--- src/rtl/bayes_weight_sampler_pkg.sv ---
// bayes_pkg: shared types and constants for the Bayesian weight sampler.
//   sampler_state_e  - sampler FSM states
//   DEF_TAPS         - default Galois feedback polynomial
//   DEF_SEED         - default base seed (lane k uses DEF_SEED + k)
//   lane_slice_lsb() - LSB index of lane k inside a packed lane vector
package bayes_pkg;

    typedef enum logic {
        IDLE   = 1'b0,
        SAMPLE = 1'b1
    } sampler_state_e;

    localparam logic [15:0] DEF_TAPS = 16'hB400;
    localparam logic [15:0] DEF_SEED = 16'hACE1;

    function automatic int lane_slice_lsb(input int lane, input int width);
        return lane * width;
    endfunction

endpackage

--- src/rtl/bayes_weight_sampler_if.sv ---
// bayes_weight_sampler_if: weight-set input stream and sample output stream.
//   in_valid/in_ready     - weight set handshake
//   base_weight           - packed base weights, lane k at [k*WORD_SIZE +: WORD_SIZE]
//   confidence            - packed per-bit confidence, 1 = trusted bit
//   num_samples           - samples to draw for this set (0 treated as 1)
//   out_valid/out_ready   - sample handshake
//   out_weight, out_last  - perturbed sample and end-of-set flag
// master: weight store / consumer side; slave: the sampler.
interface bayes_weight_sampler_if #(
    parameter int WORD_SIZE = 8,
    parameter int LANES     = 4,
    parameter int CNT_W     = 8
);
    logic                       in_valid;
    logic                       in_ready;
    logic [LANES*WORD_SIZE-1:0] base_weight;
    logic [LANES*WORD_SIZE-1:0] confidence;
    logic [CNT_W-1:0]           num_samples;
    logic                       out_valid;
    logic                       out_ready;
    logic [LANES*WORD_SIZE-1:0] out_weight;
    logic                       out_last;

    modport master (
        output in_valid, base_weight, confidence, num_samples, out_ready,
        input  in_ready, out_valid, out_weight, out_last
    );

    modport slave (
        input  in_valid, base_weight, confidence, num_samples, out_ready,
        output in_ready, out_valid, out_weight, out_last
    );
endinterface

--- src/rtl/bayes_weight_sampler_lfsr.sv ---
// sampler_lfsr: per-lane Galois LFSR.
//   clk, rst_n - clock, synchronous active-low reset (loads SEED)
//   step       - advance one Galois step
//   state      - current LFSR contents
// An all-zero state can never leave zero on its own, so a step from zero
// reloads the seed instead.
module sampler_lfsr
    import bayes_pkg::*;
#(
    parameter int               LFSR_W = 16,
    parameter logic [LFSR_W-1:0] TAPS  = DEF_TAPS,
    parameter logic [LFSR_W-1:0] SEED  = DEF_SEED
) (
    input  logic              clk,
    input  logic              rst_n,
    input  logic              step,
    output logic [LFSR_W-1:0] state
);
    always_ff @(posedge clk) begin
        if (!rst_n) begin
            state <= SEED;
        end else if (step) begin
            if (state == '0)
                state <= SEED;
            else
                state <= (state >> 1) ^ (state[0] ? TAPS : '0);
        end
    end
endmodule

--- src/rtl/bayes_weight_sampler.sv ---
// bayes_weight_sampler: multi-lane sequential stochastic weight sampler.
// Captures one weight set and emits num_samples perturbed samples; each
// untrusted bit flips when its lane's LFSR mask bit is 0.
//   clk, rst_n  - clock, synchronous active-low reset
//   bus         - bayes_weight_sampler_if.slave (input set + sample stream)
//   flip_count  - saturating count of flipped bits over all handshakes,
//                 present only when BAYES_SAMPLER_STATS_EN is defined
// LFSRs advance only on an output handshake, so the sample sequence does
// not depend on consumer stalls.
module bayes_weight_sampler
    import bayes_pkg::*;
#(
    parameter int                WORD_SIZE = 8,
    parameter int                LANES     = 4,
    parameter int                LFSR_W    = 16,
    parameter logic [LFSR_W-1:0] TAPS      = DEF_TAPS,
    parameter logic [LFSR_W-1:0] SEED      = DEF_SEED,
    parameter int                CNT_W     = 8
) (
    input  logic                    clk,
    input  logic                    rst_n,
    bayes_weight_sampler_if.slave   bus
`ifdef BAYES_SAMPLER_STATS_EN
    ,
    output logic [31:0]             flip_count
`endif
);
    localparam int W = LANES * WORD_SIZE;

    sampler_state_e                 state;
    logic [W-1:0]                   base_q;
    logic [W-1:0]                   conf_q;
    logic [CNT_W-1:0]               remaining;
    logic [LANES-1:0][LFSR_W-1:0]   lfsr;
    logic [W-1:0]                   mask;
    logic [W-1:0]                   flips;
    logic                           step;
    logic                           unused_lfsr_bits;

    assign step = (state == SAMPLE) && bus.out_ready;

    for (genvar k = 0; k < LANES; k++) begin : g_lane
        sampler_lfsr #(
            .LFSR_W (LFSR_W),
            .TAPS   (TAPS),
            .SEED   (SEED + LFSR_W'(k))
        ) u_lfsr (
            .clk   (clk),
            .rst_n (rst_n),
            .step  (step),
            .state (lfsr[k])
        );
        assign mask[lane_slice_lsb(k, WORD_SIZE) +: WORD_SIZE] = lfsr[k][WORD_SIZE-1:0];
    end

    // Upper LFSR bits only feed the recurrence, never the mask.
    assign unused_lfsr_bits = ^lfsr;

    assign flips          = ~conf_q & ~mask;
    assign bus.in_ready   = (state == IDLE);
    assign bus.out_valid  = (state == SAMPLE);
    assign bus.out_last   = (state == SAMPLE) && (remaining == CNT_W'(1));
    // Forced to zero outside SAMPLE so idle/reset outputs are clean.
    assign bus.out_weight = (state == SAMPLE) ? (base_q ^ flips) : '0;

    always_ff @(posedge clk) begin
        if (!rst_n) begin
            state     <= IDLE;
            base_q    <= '0;
            conf_q    <= '0;
            remaining <= '0;
        end else begin
            case (state)
                IDLE: begin
                    if (bus.in_valid) begin
                        base_q    <= bus.base_weight;
                        conf_q    <= bus.confidence;
                        remaining <= (bus.num_samples == '0) ? CNT_W'(1) : bus.num_samples;
                        state     <= SAMPLE;
                    end
                end
                SAMPLE: begin
                    if (bus.out_ready) begin
                        remaining <= remaining - CNT_W'(1);
                        if (remaining == CNT_W'(1))
                            state <= IDLE;
                    end
                end
                default: state <= IDLE;
            endcase
        end
    end

`ifdef BAYES_SAMPLER_STATS_EN
    logic [32:0] flip_sum;

    assign flip_sum = {1'b0, flip_count} + 33'($countones(flips));

    always_ff @(posedge clk) begin
        if (!rst_n)
            flip_count <= '0;
        else if (step)
            flip_count <= flip_sum[32] ? 32'hFFFF_FFFF : flip_sum[31:0];
    end
`endif

endmodule

--- src/flat_wrapper.sv ---
// flat-port wrapper written by rule: the top's interface ports become plain ports
module bayes_weight_sampler_flat import bayes_pkg::*;
#(
    parameter int                WORD_SIZE = 8,
    parameter int                LANES     = 4,
    parameter int                LFSR_W    = 16,
    parameter logic [LFSR_W-1:0] TAPS      = DEF_TAPS,
    parameter logic [LFSR_W-1:0] SEED      = DEF_SEED,
    parameter int                CNT_W     = 8
)
  (clk, rst_n, bus_in_valid, bus_base_weight, bus_confidence, bus_num_samples, bus_out_ready, bus_in_ready, bus_out_valid, bus_out_weight, bus_out_last);
  bayes_weight_sampler_if #(.WORD_SIZE(WORD_SIZE), .LANES(LANES), .CNT_W(CNT_W)) bus_i ();
  input  logic clk;
  input  logic rst_n;
  input wire logic [$bits(bus_i.in_valid)-1:0] bus_in_valid;
  input wire logic [$bits(bus_i.base_weight)-1:0] bus_base_weight;
  input wire logic [$bits(bus_i.confidence)-1:0] bus_confidence;
  input wire logic [$bits(bus_i.num_samples)-1:0] bus_num_samples;
  input wire logic [$bits(bus_i.out_ready)-1:0] bus_out_ready;
  output wire logic [$bits(bus_i.in_ready)-1:0] bus_in_ready;
  output wire logic [$bits(bus_i.out_valid)-1:0] bus_out_valid;
  output wire logic [$bits(bus_i.out_weight)-1:0] bus_out_weight;
  output wire logic [$bits(bus_i.out_last)-1:0] bus_out_last;
  assign bus_i.in_valid = bus_in_valid;
  assign bus_i.base_weight = bus_base_weight;
  assign bus_i.confidence = bus_confidence;
  assign bus_i.num_samples = bus_num_samples;
  assign bus_i.out_ready = bus_out_ready;
  assign bus_in_ready = bus_i.in_ready;
  assign bus_out_valid = bus_i.out_valid;
  assign bus_out_weight = bus_i.out_weight;
  assign bus_out_last = bus_i.out_last;
  bayes_weight_sampler #(.WORD_SIZE(WORD_SIZE), .LANES(LANES), .LFSR_W(LFSR_W), .TAPS(TAPS), .SEED(SEED), .CNT_W(CNT_W)) u_core (.clk(clk), .rst_n(rst_n), .bus(bus_i));
endmodule
--- config.mk ---
export PLATFORM = sky130hd
export DESIGN_NAME = bayes_weight_sampler_flat
export DESIGN_NICKNAME = d
export VERILOG_FILES = /design/src/rtl/bayes_weight_sampler_pkg.sv /design/src/rtl/bayes_weight_sampler_if.sv /design/src/rtl/bayes_weight_sampler_lfsr.sv /design/src/rtl/bayes_weight_sampler.sv /design/src/flat_wrapper.sv
export SDC_FILE = /design/constraint.sdc
export NUM_CORES = 1
export LEC_CHECK = 0
export CELL_PAD_IN_SITES_DETAIL_PLACEMENT = 0
export CELL_PAD_IN_SITES_GLOBAL_PLACEMENT = 1
export CORE_MARGIN = 4
export CORE_UTILIZATION = 26
export DETAILED_ROUTE_END_ITERATION = 8
export PLACE_DENSITY_LB_ADDON = 0.1
export SYNTH_ARGS = -nofsm -noshare
export SYNTH_HDL_FRONTEND = slang
export SYNTH_SLANG_ARGS = --single-unit
export TNS_END_PERCENT = 20
--- constraint.sdc ---
create_clock -name clk -period 2.2 [get_ports clk]
set_input_delay 0.44 -clock clk [delete_from_list [all_inputs] [get_ports clk]]
set_output_delay 0.44 -clock clk [all_outputs]
set_load 0.05 [all_outputs]
# ---- Word-level counts from Yosys, hierarchy flattened
# Cells that the tools add are included.
# W data, S select, Z words.
dict set report op_classes {
  addsub 1
  eq_ne 3
  mux 17
  bitwise 9
  n_reduce_logical 9
}
# op n
set ops {}
lappend ops {{$mux W16} 8}
lappend ops {{$logic_not A16 Y1} 4}
lappend ops {{$not A32 Y32} 2}
lappend ops {{$xor A15 B16 Y16} 4}
lappend ops {{$and A32 B32 Y32} 1}
lappend ops {{$mux W32} 1}
lappend ops {{$xor A32 B32 Y32} 1}
lappend ops {{$mux W8} 3}
lappend ops {{$pmux W8 S2} 1}
lappend ops {{$eq A8 B1 Y1 const B} 1}
lappend ops {{$logic_not A8 Y1} 1}
lappend ops {{$sub A8 B1 Y8 const B} 1}
lappend ops {{$ne A2 B2 Y1 const B} 2}
lappend ops {{$reduce_and A2 Y1} 2}
lappend ops {{$mux W1} 3}
lappend ops {{$logic_and A1 B1 Y1} 2}
lappend ops {{$pmux W1 S2} 1}
lappend ops {{$not A1 Y1} 1}
dict set report totals {
  reg_bits 137
  inputBits 76
  out_inout_bits 35
  word_cells 47
}

# ---- Longest topological paths before layout
dict set report depth {
  ltp_word 4
  ltp_mapped 6
  mapped_depth_nobuf 5
}

# ---- Cells and area by module
# A second synthesis with hierarchy kept.
dict set report hier_totals {
  cells_unflattened 656
  area_unflattened_um2 5781.8
}
# mod instances cells_per_inst area_each_um2 seq_area_each_um2
set modules_own_cells {}
lappend modules_own_cells {bayes_weight_sampler 1 444 3249.4 1461.4}
lappend modules_own_cells {{sampler_lfsr at u_core.g_lane[0].u_lfsr ...} 3 53 636.9 320.3}
lappend modules_own_cells {{sampler_lfsr at u_core.g_lane[2].u_lfsr} 1 53 621.8 320.3}

# ---- Worst setup path after synthesis
# Ideal clock, no wire load.
dict set report synth_timing {
  path_kind {register to output}
  from {reg u_core.state, in the netlist u_core.bus.out_valid}
  to {out bus_out_weight[20]}
  arrival_ns 2.334
  t_required_ns 1.760
  setup_slack_ns -0.574
  stages_incl_launch_ff 5
  path_buffers 2
  cell_sequence {dfxtp_1 buf_2 inv_1 buf_1 a21oi_1}
}
dict set report synth_between {
  elab_chain_len 1
}
# element line_no
set synth_lines {}
lappend synth_lines {{start: declaration} bayes_weight_sampler.sv:30} ;# sampler_state_e state;
lappend synth_lines {{start signal: assignment} bayes_weight_sampler.sv:68} ;# state <= IDLE;
lappend synth_lines {{start signal: assignment} bayes_weight_sampler.sv:79} ;# state <= SAMPLE;
lappend synth_lines {{start signal: assignment} bayes_weight_sampler.sv:86} ;# state <= IDLE;
lappend synth_lines {{$mux W32} bayes_weight_sampler.sv:64} ;# assign bus.out_weight = (state == SAMPLE) ? (base_q ^ flips) : '0;
lappend synth_lines {{end: declaration} flat_wrapper.sv:22} ;# output wire logic [$bits(bus_i.out_weight)-1:0] bus_out_weight;
# No other way between the ends.

# ---- Final worst setup path
dict set report layout_timing {
  from {reg u_core.remaining[4]}
  to {out bus_out_last}
}
dict set report layout_between {
  elab_chain_len 2
}
# element line_no
set layout_lines {}
lappend layout_lines {{start: declaration} bayes_weight_sampler.sv:33} ;# logic [CNT_W-1:0] remaining;
lappend layout_lines {{start signal: assignment} bayes_weight_sampler.sv:78} ;# remaining <= (bus.num_samples == '0) ? CNT_W'(1) : bus.num_samples;
lappend layout_lines {{start signal: assignment} bayes_weight_sampler.sv:84} ;# remaining <= remaining - CNT_W'(1);
lappend layout_lines {{$eq A8 B1 Y1} bayes_weight_sampler.sv:62} ;# assign bus.out_last = (state == SAMPLE) && (remaining == CNT_W'(1));
lappend layout_lines {{$logic_and A1 B1 Y1} bayes_weight_sampler.sv:62}
lappend layout_lines {{end: declaration} flat_wrapper.sv:23} ;# output wire logic [$bits(bus_i.out_last)-1:0] bus_out_last;
# No other way between the ends.

==> flow_metrics.py <==
metrics = {
    "status": {
        "status": "finished, violations left",
        "violations": "negative setup slack",
    },
    "timing": {
        "finalClockSkew_ns": 0.00611,
        "fin_crit_ns": 2.24,
        "rsz0062_at_grt": "true",
        "setup_viol": 1,
        "max_freq_ghz": 0.447,
        "max_slew.worst_pin.slew_ns": 0.687,
        "slew_headroom": 0.542,
        "timing.final.crit_share": 1.02,
        "worst_slack_ns": -0.0391,
        "slew_viol_final": 0,
        "tns_ns": -0.0391,
        "hold_viol": 0,
    },
    "detailed_routing": {
        "wirelength_um": 15800,
        "vias": 5338,
        "drtIter0Drc": 240,
        "drtPass1Iterations": 4,
        "vias_per_cell": 4.72,
        "wire_per_inst_um": 13.9,
        "post-route-drc-count": 0,
        "ant_nets": 0,
    },
    "placed_design": {
        "placed_cell_area_um2": 7560,
        "place.gp.congestion": 0.736,
        "port_buffers": 110,
        "dp_cells": 1094,
        "dp_hpwl_um": 10500,
    },
    "yosys": {
        "synth_compound_area_frac": 0.200,
        "synth_cell_types": 37,
        "syn_nets": 822,
        "synthMuxAreaShare": 0.00752,
        "synthFlopType": "dfxtp_1",
        "yosysWarnings": 0,
        "netlist_instances": 744,
        "synthXorXnorAreaFrac": 0.0201,
        "synth-seq-cells": 137,
        "syn_area_per_cell_um2": 7.61,
        "synth-edff-count": 0,
        "synth_top_family_by_area": "simple AND/OR/NAND/NOR gates",
        "synthesis.area_um2": 5660,
        "synth_fa_ha_area_frac": 0.00442,
        "synthArstFlopShare": 0,
        "synth_seq_area_share": 0.485,
        "yosys.area_share.simple": 0.246,
    },
    "setup_path": {
        "worst-path-max-fanout": 4,
        "critPathLaunchType": "flop",
        "critical_path.top_delay_family": "simple AND/OR/NAND/NOR gates",
        "crit_slowest_cell": "or4_4",
        "crit_chain": "or4_4 -> nor2_4 -> and4_4 -> buf_12",
        "timing.critical_path.buf_inv": 1,
        "cpPeakStageDelay_ns": 0.56,
        "crit_required_ns": 1.76,
        "crit_arrival_ns": 1.80,
        "worst_setup_path_end_kind": "output port",
        "critical_path_class": "reg2out",
    },
    "pwr": {
        "power_density_nw_per_um2": 819,
        "ir_drop_mv": 0.508,
        "fin_total_pwr_w": 0.00675,
        "p_leak_nw": 2.94,
    },
    "clock_tree": {
        "hold_buffers": 0,
        "cts_buffers": 17,
        "htree_levels": 4,
        "cts_tree": "done",
        "path_clk_slew_ns": 0.06,
        "cts_max_path_buffers": 2,
        "root_buffer": "clkbuf_16",
        "clkLatencyLatePin_ns": 0.41,
        "cts_sinks": 137,
    },
    "finish": {
        "fillers": 2145,
        "final_cells": 1131,
        "diodes": 0,
        "final_util": 0.388,
        "drive_gt1_frac": 0.125,
        "final_nets": 921,
        "stdcell_area_um2": 8230,
        "area_growth_pct": 45.5,
    },
    "grt": {
        "antenna_found_initial": 0,
        "grtUsageTotal": 0.132,
        "grt_max_degree": 80,
        "grt-ovfl-total": 0,
        "grt_pass1_vias": 5395,
        "grt_pass1_wl_um": 26100,
    },
    "floorplan": {
        "die_w_um": 156,
        "initial_core_util": 0.267,
        "rows": 53,
        "io-pin-count": 111,
        "core_um2": 21200,
        "die_y_um": 156,
        "fp.dieArea_um2": 24200,
    },
    "run": {
        "maxCapViolations": 0,
    },
    "min_path": {
        "hold_path_class": "reg2reg",
    },
}
==> cells by family after synthesis <==
family / after synthesis
buffers and inverters: 54
adders and majority gates: 2
and+or+nand+nor: 321
xor gates and xnor gates: 13
muxes: 4
DFF: 137
AOI/OAI and AO/OA: 213
==> registers in the layout, indices dropped and copies added, names as in the netlist <==
register	cells
u_core.remaining	8
u_core.base_q	32
u_core.bus.out_valid	1
u_core.g_lane.u_lfsr.state	64
u_core.conf_q	32
==> final cells by class <==
type	instances	area, um^2	area share
repair buffers	128	1660	0.202
clock buffers	18	439	0.0533
well taps	275	344	0.0418
inverters	6	26.3	0.00319
flip-flops and latches	137	2750	0.334
multi-input cells	553	2830	0.344
clock inverters	14	179	0.0217
==> worst min-delay path, delay by kind of cell (launching register included) <==
| kind | cells | cell delay [ns] |
|---|---|---|
| AO/OA/AOI/OAI | 1 | 0.05 |
| flip-flops | 1 | 0.31 |
| AND/OR/NAND/NOR | 1 | 0.05 |
==> worst paths after layout <==
kind	start	to	slack, ns	depth (start not counted)
worst min register to register	u_core.conf_q[23]	u_core.conf_q[23]	0.46	2
worst max-delay path	u_core.remaining[4]	bus_out_last	-0.04	4
worst min-delay path	u_core.conf_q[23]	u_core.conf_q[23]	0.46	2
worst max register to register	u_core.remaining[4]	u_core.remaining[7]	0.34	5
==> report_power, final <==
group / leakage, nW / switching (W) / internal (W)
Sequential: 1.12 / 0.000123 / 0.00262
Clock: 0.305 / 0.00107 / 0.00191
Combinational: 1.51 / 0.000528 / 0.000499
==> placed cells by master (no fill, tap or decap), types with 2 or more instances in the layout <==
master / instances
nor2_1: 65
nor3_1: 3
buf_4: 11
ha_1: 2
clkdlybuf4s50_1: 75
mux2i_1: 2
clkbuf_16: 17
buf_12: 41
a31oi_1: 8
mux2_2: 2
clkinv_2: 8
dfxtp_4: 2
o21ai_0: 38
bufinv_16: 4
or3_1: 32
nand3_1: 3
nand4_1: 4
a211oi_1: 8
xnor2_1: 13
nand2_1: 185
inv_1: 4
nor4_1: 17
a21oi_4: 9
dfxtp_1: 135
clkinvlp_4: 2
nor3b_1: 4
a21oi_1: 140
==> cell usage after synthesis (2+ instances only) <==
library cell  number  share of area
a211oi_1           8          0.011
a21oi_1          150           0.13
a31oi_1            8         0.0088
and4_1             2         0.0031
buf_1              9         0.0060
buf_2              6         0.0053
clkbuf_1          33          0.022
dfxtp_1          137           0.48
ha_1               2         0.0044
inv_1              5         0.0033
mux2_2             2         0.0040
mux2i_1            2         0.0035
nand2_1          185           0.12
nand3_1            3         0.0027
nand4_1            4         0.0044
nor2_1            66          0.044
nor3_1             3         0.0027
nor3b_1            4         0.0053
nor4_1            17          0.019
o21ai_0           38          0.034
or3_1             32          0.035
xnor2_1           13          0.020
==> metrics by stage <==
step	hold slack, ns	setup slack, ns
global route	0.480	-0.0989
floorplan	0.440	-0.0574
finish	0.458	-0.0391
detailed placement	0.453	0.143
CTS	0.461	-0.0710
global placement	0.449	0.191
==> per-layer routing <==
layer	wire length [um]	track usage	part of all wire
met1	7440	0.164	0.47
met2	7590	0.222	0.48
met3	584	0.0327	0.037
met4	143	0.0467	0.0091
met5	0	0	0
==> repair_timing <==
| item | CTS | global route |
|---|---|---|
| buffers inserted | 0 | 5 |
| cloned | 0 | 0 |
| endpoints found under the setup margin | 35 | 2 |
| gates resized for setup | 7 | 2 |
| pin swaps | 1 | 3 |
| hold endpoints to repair | 0 | 0 |
(Power assumes the default switching activity.)
